**config.mk**
```make
export PLATFORM = sky130hd
export DESIGN_NAME = tt_um_chandrakanth_serial_subtractor
export DESIGN_NICKNAME = d
export VERILOG_FILES = /design/src/rtl/chandrakanth_pkg.sv /design/src/rtl/chandrakanth_full_subtractor.sv /design/src/rtl/tt_um_chandrakanth_serial_subtractor.sv
export SDC_FILE = /design/constraint.sdc
export NUM_CORES = 1
export LEC_CHECK = 0
export ABC_AREA = 0
export BUFFER_PORTS_ARGS = -buffer_cell sky130_fd_sc_hd__buf_2
export CORE_ASPECT_RATIO = 1.25
export CORE_MARGIN = 3
export CORE_UTILIZATION = 46
export CTS_BUF_LIST = sky130_fd_sc_hd__clkbuf_2
export CTS_CLUSTER_DIAMETER = 120
export DETAILED_ROUTE_END_ITERATION = 7
export GPL_ROUTABILITY_DRIVEN = 0
export PLACE_DENSITY = 0.79
export SLEW_MARGIN = 20
export SYNTH_ARGS = -nofsm -noshare
export SYNTH_HDL_FRONTEND = slang
export SYNTH_SLANG_ARGS = --single-unit
export TNS_END_PERCENT = 100
```
**constraint.sdc**
```tcl
create_clock -name clk -period 1.7 [get_ports clk]
set_clock_uncertainty 0.05 [all_clocks]
set_input_delay 0.17 -clock clk [delete_from_list [all_inputs] [get_ports clk]]
set_output_delay 0.17 -clock clk [all_outputs]
set_load 0.01 [all_outputs]
```
**src/rtl/chandrakanth_pkg.sv**
```systemverilog
// Shared types and pin map for the bit-serial subtractor tile.
// SUB_COMPARE_EN adds the eq/lt compare flags on uio_out[5:4].
package chandrakanth_pkg;

    typedef enum logic [1:0] {
        ST_IDLE = 2'd0,
        ST_RUN  = 2'd1,
        ST_DONE = 2'd2
    } state_e;

    // ui_in bit positions
    localparam int UI_X     = 0;
    localparam int UI_Y     = 1;
    localparam int UI_VALID = 2;
    localparam int UI_START = 3;

    // uio_out bit positions
    localparam int UO_BORROW = 0;
    localparam int UO_DONE   = 1;
    localparam int UO_BUSY   = 2;
    localparam int UO_LAST   = 3;
    localparam int UO_EQ     = 4;
    localparam int UO_LT     = 5;

    localparam logic [7:0] UIO_OE_BASE = 8'h0F;
    localparam logic [7:0] UIO_OE_CMP  = 8'h3F;

endpackage

```
**src/rtl/chandrakanth_full_subtractor.sv**
```systemverilog
// One-bit full subtractor cell: d = x - y - bin, with borrow out.
module chandrakanth_full_subtractor (
    input  logic x_i,
    input  logic y_i,
    input  logic bin_i,
    output logic d_o,
    output logic bout_o
);

    logic xy_w;

    assign xy_w   = x_i ^ y_i;
    assign d_o    = xy_w ^ bin_i;
    assign bout_o = (~x_i & y_i) | (~xy_w & bin_i);

endmodule

```
**src/rtl/tt_um_chandrakanth_serial_subtractor.sv**
```systemverilog
// Bit-serial subtractor tile, LSB first, borrow held in a flip-flop.
// Optional SUB_COMPARE_EN macro adds registered eq/lt compare flags.
module tt_um_chandrakanth_serial_subtractor
    import chandrakanth_pkg::*;
#(
    parameter int WIDTH = 8
) (
    input  logic       clk,
    input  logic       rst_n,
    input  logic       ena,
    input  logic [7:0] ui_in,
    output logic [7:0] uo_out,
    input  logic [7:0] uio_in,
    output logic [7:0] uio_out,
    output logic [7:0] uio_oe
);

    state_e             state_q;
    logic [2:0]         count_q;
    logic               borrow_q;
    logic               last_q;
    logic               busy_q;
    logic               done_q;
    logic [WIDTH-1:0]   diff_q;
    logic [WIDTH-1:0]   diff_d;

    logic x_w;
    logic y_w;
    logic valid_w;
    logic start_w;
    logic d_w;
    logic bout_w;
    logic last_bit_w;

    assign x_w     = ui_in[UI_X];
    assign y_w     = ui_in[UI_Y];
    assign valid_w = ui_in[UI_VALID];
    assign start_w = ui_in[UI_START];

    assign last_bit_w = (count_q == 3'(WIDTH - 1));

    chandrakanth_full_subtractor u_fs (
        .x_i    (x_w),
        .y_i    (y_w),
        .bin_i  (borrow_q),
        .d_o    (d_w),
        .bout_o (bout_w)
    );

    // New bit enters at the MSB; the word settles LSB-aligned after WIDTH bits
    always_comb begin
        diff_d = diff_q;
        for (int i = 0; i < WIDTH - 1; i++) begin
            diff_d[i] = diff_q[i+1];
        end
        diff_d[WIDTH-1] = d_w;
    end

`ifdef SUB_COMPARE_EN
    logic eq_q;
    logic lt_q;
`endif

    always_ff @(posedge clk or negedge rst_n) begin
        if (!rst_n) begin
            state_q  <= ST_IDLE;
            count_q  <= '0;
            borrow_q <= 1'b0;
            last_q   <= 1'b0;
            busy_q   <= 1'b0;
            done_q   <= 1'b0;
            diff_q   <= '0;
`ifdef SUB_COMPARE_EN
            eq_q     <= 1'b0;
            lt_q     <= 1'b0;
`endif
        end else if (start_w) begin
            // Start wins in every state; a same-cycle bit is dropped
            state_q  <= ST_RUN;
            count_q  <= '0;
            borrow_q <= 1'b0;
            last_q   <= 1'b0;
            busy_q   <= 1'b1;
            done_q   <= 1'b0;
            diff_q   <= '0;
`ifdef SUB_COMPARE_EN
            eq_q     <= 1'b0;
            lt_q     <= 1'b0;
`endif
        end else begin
            unique case (state_q)
                ST_RUN: begin
                    if (valid_w) begin
                        diff_q   <= diff_d;
                        borrow_q <= bout_w;
                        last_q   <= d_w;
                        count_q  <= count_q + 3'd1;
                        if (last_bit_w) begin
                            state_q <= ST_DONE;
                            busy_q  <= 1'b0;
                            done_q  <= 1'b1;
                            count_q <= '0;
`ifdef SUB_COMPARE_EN
                            eq_q    <= (diff_d == '0) && !bout_w;
                            lt_q    <= bout_w;
`endif
                        end
                    end
                end
                ST_IDLE: ;
                ST_DONE: ;
                default: begin
                    state_q <= ST_IDLE;
                    busy_q  <= 1'b0;
                    done_q  <= 1'b0;
                end
            endcase
        end
    end

    assign uo_out = 8'(diff_q);

    always_comb begin
        uio_out            = '0;
        uio_out[UO_BORROW] = borrow_q;
        uio_out[UO_DONE]   = done_q;
        uio_out[UO_BUSY]   = busy_q;
        uio_out[UO_LAST]   = last_q;
`ifdef SUB_COMPARE_EN
        uio_out[UO_EQ]     = eq_q;
        uio_out[UO_LT]     = lt_q;
`endif
    end

`ifdef SUB_COMPARE_EN
    assign uio_oe = UIO_OE_CMP;
`else
    assign uio_oe = UIO_OE_BASE;
`endif

    wire _unused = &{1'b0, ena, uio_in, ui_in[7:4], 1'b0};

endmodule

```
# After elaboration in Yosys (flattened, before gate mapping)
# Index checks and enable logic that the tools add are counted.
# word_totals
register_bits,17
in_bits,19
wordCells,52
# classes
add_sub_neg,1
eq_ne,6
muxes,25
bitwise_logic,7
n_reduce_logical,6
# ops
op,n
$mux 8,3
$mux 1,12
$mux 3,4
$mux 2,3
$ne 3x3->1 const B,2
$pmux 1 s2,2
$pmux 2 s2,1
$reduce_bool 2->1,2
$add 3x1->3 const B,1
$eq 3x3->1 const B,1
$reduce_and 3->1,1
$and 1x1->1,2
$eq 2x1->1 const B,1
$eq 2x2->1 const B,1
$logic_not 2->1,1
$ne 2x1->1 const B,1
$not 1->1,2
$reduce_and 2->1,1
$reduce_or 2->1,1
$xor 1x1->1,2
$or 1x1->1,1

# Longest topological paths before layout
# depth
depth_word,7
depth_mapped,4
depth_no_buf,4

# Modules after synthesis
# From an unflattened synthesis, not the netlist that was laid out.
# hier_totals
cells_unflattened,79
hier_area_um2,845.8
# modules_own_cells
module,instances,cells_per_inst,area_each_um2
tt_um_chandrakanth_serial_subtractor,1,75,814.5
chandrakanth_full_subtractor,1,4,31.3

# Worst setup path after synthesis
# No wires, ideal clock.
# synth_timing
path_type,reg2reg
startpoint,reg borrow_q
endpoint,"reg diff_q[7], in the netlist uo_out[7]"
setup_ps,79
arrival_ps,1168
required_ps,1571
path_slack_ps,403
path_stages_with_launch,4
n_path_buf,0
synth_period_minus_slack_ps,1297
cell_sequence,dfrtp_1 fa_1 or2_2 mux2i_1
# synth_via
elab_chain_cells,4
# synth_rtl
item,line,rtl
"start, declared",tt_um_chandrakanth_serial_subtractor.sv:20,logic borrow_q;
"start signal, assigned",tt_um_chandrakanth_serial_subtractor.sv:95,borrow_q <= bout_w;
$xor 1x1->1,chandrakanth_full_subtractor.sv:13,assign d_o = xy_w ^ bin_i;
$mux 8,tt_um_chandrakanth_serial_subtractor.sv:93,if (valid_w) begin
$mux 8,tt_um_chandrakanth_serial_subtractor.sv:91,unique case (state_q)
$mux 8,tt_um_chandrakanth_serial_subtractor.sv:77,end else if (start_w) begin
"end signal, assigned",tt_um_chandrakanth_serial_subtractor.sv:94,diff_q <= diff_d;
"end, declared",tt_um_chandrakanth_serial_subtractor.sv:24,logic [WIDTH-1:0] diff_q;
# No other way between the ends. The select of a mux whose other input is x is not followed.
# A chain may end at the register's enable or synchronous reset.

# Final worst setup path
# Same ends and word-level chain as after synthesis.

==> flow_summary.json <==
{
  "vias_per_cell": 4.80,
  "routed_wl_um": 1230,
  "top_usage_layer": "met2",
  "syn_inst": 76,
  "synth.top_cell.area_share_pct": 41.8,
  "dpl.hpwl_um": 914,
  "dr.pass1.iters": 2,
  "leakage_nw": 0.479,
  "cts_resized": 0,
  "diodes": 0,
  "drive_gt1_share_pct": 28.1,
  "power.share.clock_pct": 25.6,
  "hold_violations": 0,
  "hp-class": "input pin to register",
  "grt_usage_pct": 11.5,
  "use_met3_pct": 3.01,
  "start_util_pct": 51.1,
  "grtUsageMet2_pct": 17.5,
  "grt_max_degree": 20,
  "grt_pass1_vias": 484,
  "cts_tree": "yes",
  "fmax_ghz": 0.734,
  "cp.arrival_ns": 1.52,
  "die-area_mm2": 0.00237,
  "clk_pin_slew_ns": 0.13,
  "r2r-start": "borrow_q",
  "synth_compound_gate_area_share_pct": 1.64,
  "grt.overflow.total": 0,
  "met1_usage_pct": 14.1,
  "cp_max_fo": 3,
  "synth_top_family_by_area": "buffers and inverters",
  "synth_simple_gate_area_share_pct": 17.3,
  "synth_area_leaders": "dfrtp_1 42%, buf_4 15%, mux2i_1 13%",
  "die_height_um": 53.7,
  "endpoint_kind": "register",
  "worst_setup_path_start_kind": "register",
  "vias": 514,
  "cts_buffers": 3,
  "layout_worst_path_cycle_share_pct": 80.1,
  "p_int_uw": 428,
  "rsz0062_at_grt": "no",
  "setup_ws_ns": 0.339,
  "critPathLaunch": "borrow_q",
  "share_comb_of_total_power_pct": 14.8,
  "clock_sinks": 14,
  "power.density_mw_per_mm2": 674,
  "die_width_um": 44.2,
  "ir_drop_v": 0.000371,
  "wl_per_cell_um": 11.5,
  "drt_iter0_drc": 1,
  "p_sw_share_pct": 27.1,
  "yosysSeqAreaShare_pct": 41.8,
  "areaGrowthSynthToFinish_pct": 4.03,
  "maxSlewViolCount": 0,
  "crit_type": "register to register",
  "syn_area_per_cell_um2": 11.0,
  "cts_setup_buffers": 0,
  "nNetsFinal": 113,
  "synth.area.mux_share_pct": 14.9,
  "drc": 0,
  "clockBufferDepth": 2,
  "cts_hold_buf": 1,
  "port_buffers": 17,
  "layout_min_cycle_time_ns": 1.36,
  "drv_cap": 0,
  "postLayoutCoreUtil_pct": 53.1,
  "detail-route-antenna-nets": 0,
  "synth_cell_types": 21,
  "htree_levels": 1,
  "status": "completed",
  "grt_pass1_wl_um": 1940,
  "setup_viol": 0,
  "ys_ff_latch": 14,
  "worstHoldStart": "ui_in[2]",
  "setup_tns_ns": 0,
  "seq_power_share_pct": 59.6,
  "pre_cts_ws_ns": 0.365,
  "worstPathRequired_ns": 1.86,
  "clk_latency_ns": 0.27,
  "synth_area_um2": 838,
  "cts-root-buf": "clkbuf_2",
  "p_switching_uw": 159,
  "antenna_found_initial": 0,
  "io_pins": 43,
  "row_count": 16,
  "synth_adder_area_share_pct": 5.37,
  "yosysTopAreaCell": "dfrtp_1",
  "synthXorXnorAreaFrac_pct": 0,
  "yosys_warnings": 0,
  "design.core.area_mm2": 0.00164
}
-- worst paths after layout --
kind	end	slack, ns	cells past startpoint
hold / removal	done_q	0.13	3
hold reg to reg	uo_out[0]	0.49	2
max in group asynchronous	uo_out[3]	1.10	2
setup / recovery	uo_out[7]	0.34	3
min in group asynchronous	uo_out[0]	0.25	2
setup reg to reg	uo_out[7]	0.34	3
-- worst max-delay path, cell delays in order (launching register included) --
cell     delay, ns
dfrtp_1       0.43
fa_1          0.42
or2_2         0.27
mux2i_1       0.12
-- cell usage after synthesis --
cell      instances
or2b_1            1
nand2b_1         14
dfrtp_1          14
and3b_1           1
buf_6             1
conb_1            2
or2_2             1
buf_2             1
a31o_2            1
mux2_4            1
nand4b_1          1
mux2i_1          11
fa_1              1
inv_1             2
buf_4            17
nand3b_2          1
a21oi_1           1
ha_1              2
nor2b_1           1
nor3_1            1
nand2_1           1
-- per-layer routing --
layer  wire, um  vias up
met5          0        -
met4         23        0
met3         91        3
met2        588       19
met1        525      248
li1           -      244
-- kinds of logic (layout without fill, tap and decap cells) --
kind of cell / count (synthesis) / in the layout
AOI/OAI and AO/OA: 2 / 2
other: 2 / 12
DFF: 14 / 14
and+or+nand+nor: 22 / 22
buffers and inverters: 21 / 24
adders and majority gates: 3 / 3
muxes: 12 / 12
-- stage by stage --
stage	std cells	hold WS, ns	power, mW	area, um2
after global routing	107	0.128	0.625	872
final	107	0.131	0.588	872
after CTS	107	0.130	0.592	872
after floorplan	86	-0.176	0.443	876
after global placement	103	0.0272	0.440	847
after detailed placement	103	0.0348	0.443	847
-- final cells by class --
cell class                 count  area [um2]
clock buffer                   3        15.0
fill                         156         769
inverter                       2        7.51
multi-input combinational     51         374
sequential                    14         350
tap                           18        22.5
timing repair buffer          19         103
-- layout by cell type (no fill, tap or decap), drive strengths merged --
cell         synthesis  final
ha                   2      2
dfrtp               14     14
mux2                 1      1
nor2b                1      1
conb                 2     12
dlygate4sd3          0      1
inv                  2      2
and3b                1      1
a31o                 1      1
a21oi                1      1
or2                  1      1
nand3b               1      1
clkbuf               0      3
fa                   1      1
or2b                 1      1
nand2                1      1
nand4b               1      1
nor3                 1      1
nand2b              14     14
mux2i               11     11
buf                 19     18
-- state kept, by name, summed over array words and instances, names as in the netlist --
signal,cells
uo_out,8
borrow_q,1
state_q,1
done_q,1
count_q,3
-- power by group through the flow --
stage               Sequential (mW)  Clock [mW]  Combinational (mW)
global placement              0.356           0              0.0840
floorplan                     0.356           0              0.0865
finish                        0.350       0.150              0.0870
detailed placement            0.356           0              0.0864
CTS                           0.350       0.154              0.0882
global route                  0.352       0.175              0.0981
Note: power is estimated with default switching activity, not from simulation.
